### config.mk
export PLATFORM = sky130hd
export DESIGN_NAME = fpmul_req
export DESIGN_NICKNAME = d
export VERILOG_FILES = /design/src/rtl/fpmul_pkg.sv /design/src/rtl/fpmul_req.sv
export SDC_FILE = /design/constraint.sdc
export NUM_CORES = 1
export LEC_CHECK = 0
export BUFFER_PORTS_ARGS = -buffer_cell sky130_fd_sc_hd__buf_2
export CAP_MARGIN = 20
export CORE_MARGIN = 4
export CORE_UTILIZATION = 50
export DETAILED_ROUTE_END_ITERATION = 7
export GPL_ROUTABILITY_DRIVEN = 1
export PLACE_DENSITY = 0.95
export SKIP_LAST_GASP = 1
export SYNTH_ARGS = -nofsm -noshare
export SYNTH_HDL_FRONTEND = slang
export SYNTH_SLANG_ARGS = --single-unit
### constraint.sdc
create_clock -name clk -period 7.7 [get_ports clk]
set_input_delay 1.54 -clock clk [delete_from_list [all_inputs] [get_ports clk]]
set_output_delay 1.54 -clock clk [all_outputs]
set_load 0.02 [all_outputs]
### src/rtl/fpmul_pkg.sv
// Shared definitions for the floating-point multiplier requester:
// FSM state encoding, result flag bit positions and the canonical quiet NaN.
package fpmul_pkg;

  typedef enum logic [1:0] {
    ST_IDLE  = 2'd0,
    ST_ISSUE = 2'd1,
    ST_HOLD  = 2'd2
  } state_t;

  localparam int FLAG_UF  = 0;
  localparam int FLAG_OF  = 1;
  localparam int FLAG_NAN = 2;
  localparam int FLAG_INF = 3;
  localparam int FLAG_ZF  = 4;
  localparam int FLAG_TO  = 5;

  localparam logic [31:0] QNAN = 32'h7FC00000;

endpackage

### src/rtl/fpmul_req.sv
// Requester-side sequencer for the FP multiplier: valid/ready operand intake,
// held Start, result capture onto a valid/ready output, and a Done watchdog.
module fpmul_req
  import fpmul_pkg::*;
#(
  parameter int TIMEOUT = 32,
  parameter int CNT_W   = 16
) (
  input  logic             clk,
  input  logic             rst,
  input  logic             in_valid,
  output logic             in_ready,
  input  logic [31:0]      in_a,
  input  logic [31:0]      in_b,
  output logic             mul_start,
  output logic             mul_rst,
  output logic [31:0]      mul_a,
  output logic [31:0]      mul_b,
  input  logic             mul_done,
  input  logic [31:0]      mul_p,
  input  logic             mul_uf,
  input  logic             mul_of,
  input  logic             mul_nan,
  input  logic             mul_inf,
  input  logic             mul_zf,
  output logic             out_valid,
  input  logic             out_ready,
  output logic [31:0]      out_p,
  output logic [5:0]       out_flags,
  output logic             busy,
  output logic [CNT_W-1:0] op_count
);

  localparam int WD_W = $clog2(TIMEOUT);

  state_t          state;
  state_t          next_state;
  logic [WD_W-1:0] wd_cnt;
  logic            in_fire;
  logic            out_fire;
  logic            done_hit;
  logic            to_hit;
  logic [5:0]      mul_flags;

  // A same-cycle Done wins over the watchdog, so to_hit requires !mul_done.
  assign in_fire  = in_valid & in_ready;
  assign out_fire = (state == ST_HOLD) & out_ready;
  assign done_hit = (state == ST_ISSUE) & mul_done;
  assign to_hit   = (state == ST_ISSUE) & ~mul_done & (wd_cnt == WD_W'(TIMEOUT - 1));

  always_comb begin
    mul_flags           = '0;
    mul_flags[FLAG_UF]  = mul_uf;
    mul_flags[FLAG_OF]  = mul_of;
    mul_flags[FLAG_NAN] = mul_nan;
    mul_flags[FLAG_INF] = mul_inf;
    mul_flags[FLAG_ZF]  = mul_zf;
  end

  always_comb begin
    next_state = state;
    in_ready   = 1'b0;
    busy       = (state != ST_IDLE);
    case (state)
      ST_IDLE: begin
        in_ready = 1'b1;
        if (in_valid) next_state = ST_ISSUE;
      end
      ST_ISSUE: begin
        if (done_hit || to_hit) next_state = ST_HOLD;
      end
      ST_HOLD: begin
        in_ready = out_ready;
        if (out_ready) next_state = in_valid ? ST_ISSUE : ST_IDLE;
      end
      default: next_state = ST_IDLE;
    endcase
  end

  // Start is held for the whole ISSUE stay; the multiplier only samples it in its wait state.
  always_ff @(posedge clk or posedge rst) begin
    if (rst) begin
      state     <= ST_IDLE;
      mul_start <= 1'b0;
      mul_rst   <= 1'b0;
      out_valid <= 1'b0;
      wd_cnt    <= '0;
      mul_a     <= '0;
      mul_b     <= '0;
      out_p     <= '0;
      out_flags <= '0;
      op_count  <= '0;
    end else begin
      state     <= next_state;
      mul_start <= (next_state == ST_ISSUE);
      out_valid <= (next_state == ST_HOLD);
      mul_rst   <= to_hit;
      wd_cnt    <= ((state == ST_ISSUE) && (next_state == ST_ISSUE)) ? wd_cnt + WD_W'(1) : '0;
      if (in_fire) begin
        mul_a <= in_a;
        mul_b <= in_b;
      end
      if (done_hit) begin
        out_p     <= mul_p;
        out_flags <= mul_flags;
      end else if (to_hit) begin
        out_p     <= QNAN;
        out_flags <= 6'b100000;
      end
      if (out_fire) op_count <= op_count + CNT_W'(1);
    end
  end

endmodule

==> results of run 1 <==
[power groups by stage]
stage                     registers, mW  clock network (mW)  logic, mW
after global placement             1.10                   0       1.14
after global routing               1.15               0.792       1.24
final                              1.12               0.745       1.17
after CTS                          1.12               0.759       1.18
after detailed placement           1.12                   0       1.17
after floorplan                    1.44                   0      0.435
[per-stage QoR]
step | setup slack (ns) | utilization [%] | instance area [um^2] | std cells
final | 4.04 | 69.7 | 6780 | 700
after detailed placement | 4.04 | 63.7 | 6200 | 669
after CTS | 4.04 | 69.4 | 6750 | 699
after global placement | 4.06 | 63.7 | 6200 | 669
after global routing | 3.99 | 69.7 | 6780 | 700
after floorplan | 2.75 | - | 4980 | 321
[layer usage]
metal,vias to the layer above,GRT usage (%)
met5,-,0
li1,1603,-
met3,27,6.72
met2,172,38.9
met4,0,8.75
met1,1725,24.2
[area by class of cell]
cell class              count  area share [%]
clock buffers              24            6.94
flip-flops and latches    128            47.2
multi-input cells         175            24.5
repair buffers            231            17.5
inverters                   3           0.203
well taps                 133            2.45
clock inverters             6            1.22
[flip-flops by register name, summed over array words and instances, names as in the netlist]
register	flops
mul_a	32
mul_b	32
mul_rst	1
mul_start	1
op_count	16
out_flags	6
out_p	32
out_valid	1
state	2
wd_cnt	5
[how the worst max path moves through the flow]
stage	startpoint	endpoint	slack [ns]
global route	out_ready	in_ready	3.99
floorplan	rst	mul_a[0]	2.75
global placement	out_ready	in_ready	4.06
CTS	out_ready	in_ready	4.04
finish	out_ready	in_ready	4.04
detailed placement	out_ready	in_ready	4.04
[cell usage in the layout (no fill, tap or decap), drive strengths merged, types with 3 or more instances in the layout]
| master | n |
|---|---|
| mux2 | 65 |
| clkinv | 3 |
| nand3 | 7 |
| clkbuf | 24 |
| nand2 | 16 |
| a22o | 28 |
| xor2 | 5 |
| dfrtp | 128 |
| and3 | 5 |
| o22a | 7 |
| ha | 3 |
| nor2 | 8 |
| inv | 3 |
| nand2b | 3 |
| xnor2 | 12 |
| buf | 231 |
[cell families after synthesis]
kind of cell,count (synthesis)
fa+ha+maj,3
compound gates,37
flops,128
buf+inv,18
mux,65
xor+xnor,17
simple gates,53
==> out/metrics.csv, run 1 <==
stage,metric,value,unit
run_status,status,finished clean,
final_layout,final layout net count,665,
placed_design,GP Congestion,0.813,
route,routed vias,3527,
global_routing,first-pass GRT wire length,19200,um
power_and_ir_drop,Gate power share,38.6,%
synthesis,top-count cell post-synth,dfrtp_1,
power_and_ir_drop,internal power,1.94,mW
synthesis,Post-synth EDFFs,0,
final_layout,Layout area overhead,36.1,%
timing,RSZ-0062 raised after global routing,no,
route,"antenna viol nets, final",0,
route,met3 WL post-DR,924,um
final_layout,share of cells above drive strength 1,57.5,%
synthesis,synthesized area,4980,um^2
critical_path,worst reg-to-reg path cell count,4,
power_and_ir_drop,Clk pwr share,24.5,%
global_routing,initial antenna violation count,0,
synthesis,Adder-Cell Fraction of Synth Area,0.753,%
route,vias per cell,5.04,
job,max_cap viols,0,
hold_path,Min-Delay Path Class,reg -> reg,
route,WL final,12500,um
hold_path,hold path start,mul_b[28],
power_and_ir_drop,Worst VDD drop,197,uV
critical_path,Crit Path Category,in -> out,
timing,max-slew violations,0,
floorplanning,core area,9730,um^2
clocking,clock root buffer master,clkbuf_8,
final_layout,footprint of the multi-input gates,1660,um^2
power_and_ir_drop,part of the power in registers,36.9,%
synthesis,proportion of synthesized area in mux cells,17.4,%
critical_path,"Max FO, Critical Path",3,
clocking,clk_lat worst skew,0.51,ns
power_and_ir_drop,Final Total Pwr,3.04,mW
final_layout,Antenna diodes,0,
hold_path,Worst Hold Depth,1,
timing,Period minus WS final,3.66,ns
timing,Final Hold Fails,0,
critical_path,WP data required,6.16,ns
placed_design,IO Port Bufs,228,
global_routing,grt total ovfl,0,
power_and_ir_drop,Pwr Density,448,nW/um^2
timing,Final setup violation count,0,
critical_path,CP top delay family,buffers and inverters,
critical_path,CP peak stage delay,0.19,ns
route,First-pass DRT Iterations,4,
synthesis,Synth Area in Compound Gates,6.35,%
synthesis,YS warnings,0,
synthesis,syn_area_per_cell,15.5,um^2
synthesis,top-area cell type share of the netlist area,64.3,%
critical_path,crit-path cells,"buf_2, nand2b_1, nor2b_1, buf_2",
timing,fmax,0.273,GHz
route,Highest Signal Layer,met4,
critical_path,Crit-path slowest cell,buf_2,
power_and_ir_drop,Pleak,3.56,nW
route,met2 wire len,6760,um
route,Initial DRC Count,171,
clocking,CTS Buf Count,17,
synthesis,largest family of logic cells by synthesized area,multiplexers,
timing,setup_tns,0,ns
synthesis,Mapped Nets,430,
final_layout,Register Area,3200,um^2
synthesis,post-synthesis xor/xnor area fraction,2.99,%
critical_path,most frequent CP cell,buf_2,
critical_path,Critical path buffers and inverters,2,
timing,slew margin rel.,28.0,%
floorplanning,Die Area,11600,um^2
clocking,Worst-path clk slew,0.05,ns
route,drt wl/cell,17.9,um
synthesis,Synth Instances,321,
critical_path,critical path arrival,2.12,ns
critical_path,WP depth,4,
synthesis,ys flop type,dfrtp_1,
clocking,Setup Buffers After CTS,0,
synthesis,post-synthesis sequential area ratio,64.3,%
critical_path,CP endpoint kind,output port,
synthesis,"FF+latch count, synth",128,
synthesis,asr flop ratio synth,100,%
synthesis,Yosys cell types,32,
placed_design,Post-DP HPWL,9150,um
timing,final worst-path cycle share,47.5,%
critical_path,r2r startpoint,state[1],
timing,final hold slack,0.477,ns
clocking,H-tree level count,4,
timing,Slew @ Worst Pin,1.08,ns
floorplanning,Initial Util,51.2,%
synthesis,synth top area cells,"dfrtp_1, mux2_4, mux2_2",
global_routing,largest net degree at the start of global routing,67,
clocking,CTS sink cnt,128,
floorplanning,Ports,229,
hold_path,hold endpoint,mul_b[28],
synthesis,dominant cell type by area after synthesis,dfrtp_1,
clocking,CTS tree,yes,
clocking,CTS Buffer Depth,2,
timing,Clock Skew,0.00698,ns
route,# DRC,0,
route,WL met1,4590,um
final_layout,# fillers,709,
critical_path,reg2reg end,mul_a[31],
critical_path,Worst setup SP type,primary input,
floorplanning,die width,108,um
floorplanning,# rows,36,
clocking,CTS resizes,0,
synthesis,simple-gate area share of the yosys netlist,5.77,%
global_routing,vias in the first global route,3822,
floorplanning,die height,108,um
synthesis,Commonest cells post-synth,"dfrtp_1, mux2_4, a22o_1",
clocking,# hold bufs at CTS,0,
power_and_ir_drop,sw power,1.10,mW
power_and_ir_drop,Switching Fraction,36.3,%
critical_path,R2R Setup Slk,5.51,ns
global_routing,Tot GR Track Use,21.8,%
(Power assumes the default switching activity.)
==> run 2: changes to the inputs <==
- ABC_AREA: not set -> 1
- CORE_UTILIZATION: 50 -> 43
- PLACE_DENSITY: 0.95 -> 0.88
- clock period: 7.7 -> 3.1 ns (I/O delays scaled with it)
==> out/metrics.csv, run 2 <==
stage,metric,value,unit
clocking,# hold bufs at CTS,0,
global_routing,largest net degree at the start of global routing,65,
clocking,clk_lat worst skew,0.42,ns
synthesis,"FF+latch count, synth",128,
global_routing,grt total ovfl,0,
final_layout,Regs by FF count,"mul_a (32), mul_b (32), out_p (32)",
synthesis,dominant cell type by area after synthesis,dfrtp_1,
clocking,CTS resizes,0,
route,# DRC,0,
route,Initial DRC Count,363,
placed_design,GP Congestion,0.867,
synthesis,asr flop ratio synth,100,%
synthesis,top-count cell post-synth,nand2_1,
floorplanning,die width,118,um
final_layout,"commonest non-fill, non-tap cells in the layout","buf_2, nand2_1, dfrtp_1, nand3_1, inv_1",
timing,max-slew violations,0,
timing,fmax,0.433,GHz
synthesis,syn_area_per_cell,9.37,um^2
clocking,Setup Buffers After CTS,0,
global_routing,first-pass GRT wire length,22100,um
synthesis,synth top area cells,"dfrtp_1, nand2_1, nand3_1",
critical_path,reg2reg end,out_p[29],
timing,Final setup violation count,0,
timing,Clock Skew,0.0127,ns
critical_path,R2R Setup Slk,1.02,ns
synthesis,Mapped Nets,663,
synthesis,top-area cell type share of the netlist area,61.7,%
synthesis,YS warnings,0,
route,vias per cell,4.78,
timing,RSZ-0062 raised after global routing,no,
route,First-pass DRT Iterations,5,
final_layout,final layout net count,889,
floorplanning,Initial Util,44.7,%
critical_path,worst reg-to-reg path cell count,8,
critical_path,r2r startpoint,wd_cnt[0],
critical_path,Crit Path Category,reg -> out,
timing,Period minus WS final,2.31,ns
floorplanning,die height,118,um
route,routed vias,4466,
synthesis,Yosys cell types,26,
critical_path,CP Launch Point,state[0],
floorplanning,Ports,229,
run_status,status,finished clean,
critical_path,WP data required,2.48,ns
critical_path,Worst setup SP type,flip-flop,
power_and_ir_drop,Pleak,4.02,nW
global_routing,Tot GR Track Use,19.9,%
synthesis,Synth Instances,554,
placed_design,DP Worst Slack,1.01,ns
power_and_ir_drop,Worst VDD drop,523,uV
route,"antenna viol nets, final",0,
clocking,CTS Buffer Depth,2,
synthesis,ys flop type,dfrtp_1,
timing,setup_tns,0,ns
timing,final hold slack,0.375,ns
final_layout,"commonest non-fill, non-tap cell in the layout",buf_2,
synthesis,Post-synth EDFFs,0,
final_layout,Final Cell Area,7000,um^2
floorplanning,# rows,39,
final_layout,fin util,60.3,%
job,max_cap viols,0,
timing,Final WS setup,0.790,ns
clocking,clock root buffer master,clkbuf_16,
synthesis,Commonest cells post-synth,"nand2_1, dfrtp_1, nand3_1",
synthesis,post-synthesis sequential area ratio,61.7,%
global_routing,vias in the first global route,4351,
timing,slew margin rel.,42.5,%
placed_design,IO Port Bufs,228,
hold_path,Min-Delay Path Class,in -> async,
timing,Slew @ Worst Pin,0.861,ns
placed_design,Post-DP HPWL,9880,um
clocking,Worst-path clk slew,0.05,ns
critical_path,"Max FO, Critical Path",14,
final_layout,share of cells above drive strength 1,34.5,%
final_layout,Layout area overhead,34.8,%
route,drt wl/cell,14.6,um
placed_design,Placed Area,6420,um^2
clocking,CTS Buf Count,17,
timing,final worst-path cycle share,74.5,%
critical_path,CP endpoint kind,output port,
clocking,CTS sink cnt,128,
final_layout,Antenna diodes,0,
power_and_ir_drop,Pwr Density,1100,nW/um^2
global_routing,initial antenna violation count,1,
floorplanning,core area,11600,um^2
critical_path,critical path arrival,1.69,ns
route,WL final,13600,um
final_layout,# fillers,1005,
floorplanning,Die Area,13900,um^2
clocking,CTS tree,yes,
clocking,H-tree level count,4,
timing,Final Hold Fails,0,
synthesis,synthesized area,5190,um^2
==> run 2: cell types whose count changed after synthesis, sizes merged, moves of 15 or more <==
cell / delta
a22o: -28
inv: +39
nand3: +65
mux2: -65
nor2: +15
o21ai: +32
nand2: +177
==> run 2: cell type report <==
cell class	count	area (um^2)	area share [%]
Multi-Input combinational cell	354	1650	23.6
Clock inverter	6	80.1	1.14
Sequential cell	128	3200	45.8
Inverter	43	166	2.38
Timing Repair Buffer	236	1230	17.5
Clock buffer	25	495	7.08
Tap cell	143	179	2.56
==> run 2: layer usage <==
metal,routed length [um],vias up,global-route usage [%]
met5,10,-,0
met4,423,2,10.1
met3,844,40,5.67
met2,6880,166,32.2
met1,5470,2059,24.2
li1,-,2199,-
==> run 2: worst max-delay path: stages (launching register included) <==
cell and delay [ns]:
dfrtp_1 0.51, clkinv_2 0.13, nand3_4 0.14, nand2_2 0.24
buf_2 0.26
==> run 2: stage by stage <==
stage          cells  total power, mW
2_1_floorplan    554             4.75
3_3_place_gp     904             5.69
3_5_place_dp     904             5.80
4_1_cts          935             7.76
5_1_grt          935             8.17
6_report         935             7.68
==> run 2: power by group <==
part	total, mW	leakage [nW]	internal [mW]	switching, mW
Combinational	2.98	2.12	0.924	2.05
Sequential	2.77	1.61	2.37	0.403
Clock	1.93	0.287	1.26	0.671
==> run 2: kinds of logic after synthesis <==
kind of cell | share of synthesized area (%)
compound gates | 4.48
xor+xnor | 2.53
flops | 61.7
buf+inv | 6.58
fa+ha+maj | 0.723
simple gates | 24.0
==> run 2: worst max path at each step <==
stage,to,slack [ns],cells past startpoint
global route,in_ready,0.71,4
detailed placement,mul_b[28],1.01,7
CTS,in_ready,0.78,4
global placement,mul_a[1],1.06,7
finish,in_ready,0.79,4
floorplan,mul_a[0],0.90,1
==> run 3: changes to the inputs <==
- CORE_UTILIZATION: 43 -> 47
- PLACE_DENSITY: 0.88 -> 0.91
- clock period: 3.1 -> 2.31 ns (I/O delays scaled with it)
==> out/metrics.csv, run 3 (synthesized netlist as in run 2, its figures left out) <==
stage,metric,value,unit
run_status,status,finished clean,
timing,fmax,0.495,GHz
power_and_ir_drop,internal power,6.21,mW
timing,Final WS setup,0.289,ns
critical_path,Crit-path slowest cell,dfrtp_1,
floorplanning,die height,113,um
floorplanning,Die Area,12800,um^2
power_and_ir_drop,Clk pwr share,26.4,%
placed_design,GP Congestion,0.791,
timing,Slew @ Worst Pin,0.658,ns
hold_path,Min-Delay Path Class,in -> async,
route,routed vias,4552,
clocking,clk_lat worst skew,0.50,ns
power_and_ir_drop,Switching Fraction,41.0,%
global_routing,first-pass GRT wire length,21900,um
route,WL final,13600,um
timing,Period minus WS final,2.02,ns
clocking,CTS Buffer Depth,2,
critical_path,"Max FO, Critical Path",8,
critical_path,CP endpoint kind,output port,
final_layout,"commonest non-fill, non-tap cells in the layout","buf_2, nand2_1, dfrtp_1, nand3_1, inv_1",
route,Initial DRC Count,448,
critical_path,WP data required,1.85,ns
clocking,H-tree level count,4,
global_routing,vias in the first global route,4576,
timing,Final setup violation count,0,
final_layout,fin util,65.0,%
floorplanning,die width,113,um
power_and_ir_drop,Final Total Pwr,10.5,mW
global_routing,initial antenna violation count,1,
timing,Clock Skew,0.0134,ns
clocking,clock root buffer master,clkbuf_8,
floorplanning,# rows,38,
timing,max-slew violations,0,
route,First-pass DRT Iterations,4,
global_routing,largest net degree at the start of global routing,129,
final_layout,share of cells above drive strength 1,35.1,%
power_and_ir_drop,part of the power in registers,35.3,%
clocking,Setup Buffers After CTS,0,
critical_path,Worst setup SP type,flip-flop,
clocking,CTS tree,yes,
timing,RSZ-0062 raised after global routing,no,
job,max_cap viols,0,
clocking,CTS resizes,0,
final_layout,# fillers,883,
critical_path,critical path arrival,1.56,ns
route,vias per cell,4.87,
route,# DRC,0,
power_and_ir_drop,Worst VDD drop,904,uV
global_routing,grt total ovfl,0,
clocking,Worst-path clk slew,0.06,ns
floorplanning,Initial Util,47.9,%
final_layout,final layout net count,890,
timing,final hold slack,0.154,ns
power_and_ir_drop,Pwr Density,1490,nW/um^2
global_routing,Tot GR Track Use,21.3,%
power_and_ir_drop,Pleak,4.03,nW
final_layout,"commonest non-fill, non-tap cell in the layout",buf_2,
timing,slew margin rel.,56.1,%
power_and_ir_drop,sw power,4.32,mW
critical_path,crit-path cells,"clkinv_2, nand3_4, nand2_2, buf_2",
clocking,CTS Buf Count,17,
placed_design,Post-DP HPWL,9490,um
final_layout,Layout area overhead,35.8,%
timing,final worst-path cycle share,87.5,%
final_layout,Regs by FF count,"mul_a (32), mul_b (32), out_p (32)",
placed_design,DP Worst Slack,0.396,ns
route,"antenna viol nets, final",0,
clocking,CTS sink cnt,128,
clocking,# hold bufs at CTS,0,
route,drt wl/cell,14.5,um
critical_path,Crit Path Category,reg -> out,
power_and_ir_drop,Gate power share,38.3,%
floorplanning,core area,10800,um^2
floorplanning,Ports,229,
placed_design,IO Port Bufs,228,
timing,setup_tns,0,ns
timing,Final Hold Fails,0,
critical_path,CP peak stage delay,0.48,ns
run 3: final cells by class:
cell class | count | area (um^2) | area share, %
Antenna cell | 1 | 2.50 | 0.0355
Clock buffer | 17 | 414 | 5.87
Clock inverter | 15 | 206 | 2.93
Inverter | 43 | 166 | 2.36
Multi-Input combinational cell | 354 | 1650 | 23.4
Sequential cell | 128 | 3200 | 45.4
Tap cell | 140 | 175 | 2.48
Timing Repair Buffer | 237 | 1230 | 17.5
run 3: final timing paths:
kind,end,slack (ns),cells past startpoint,startpoint
worst max-delay path,in_ready,0.29,4,state[0]
worst min-delay path,op_count[8],0.15,3,rst
worst max register to register,out_flags[0],0.39,9,wd_cnt[0]
worst min register to register,mul_a[3],0.46,2,mul_a[3]
max in group asynchronous,wd_cnt[0],1.68,3,rst
min in group clk,mul_b[0],0.19,3,in_b[0]
run 3: per-stage QoR:
stage | std cells | instance area, um^2
6_report | 935 | 7050
4_1_cts | 934 | 7050
3_5_place_dp | 902 | 6430
3_3_place_gp | 902 | 6430
5_1_grt | 935 | 7050
2_1_floorplan | 554 | 5200
run 3: power by group through the flow:
stage / clock network (mW) / logic (mW) / registers (mW)
2_1_floorplan: 0 / 1.59 / 4.78
3_3_place_gp: 0 / 3.92 / 3.69
3_5_place_dp: 0 / 4.09 / 3.71
4_1_cts: 2.83 / 4.09 / 3.71
5_1_grt: 2.94 / 4.39 / 3.83
6_report: 2.78 / 4.03 / 3.72
run 3: worst max-delay path: cells and delay by family, from the launching register on:
| family | cells | cell delay (ns) |
|---|---|---|
| flops | 1 | 0.48 |
| buf+inv | 2 | 0.32 |
| simple gates | 2 | 0.26 |
run 3: routing by layer:
| layer | share of wire, % | routed length, um | vias to the layer above | track usage, % |
|---|---|---|---|---|
| li1 | - | - | 2208 | - |
| met2 | 49 | 6710 | 189 | 35.5 |
| met3 | 6.2 | 839 | 29 | 4.76 |
| met5 | 0 | 0 | - | 0 |
| met4 | 2.5 | 335 | 0 | 9.29 |
| met1 | 42 | 5700 | 2126 | 26.6 |
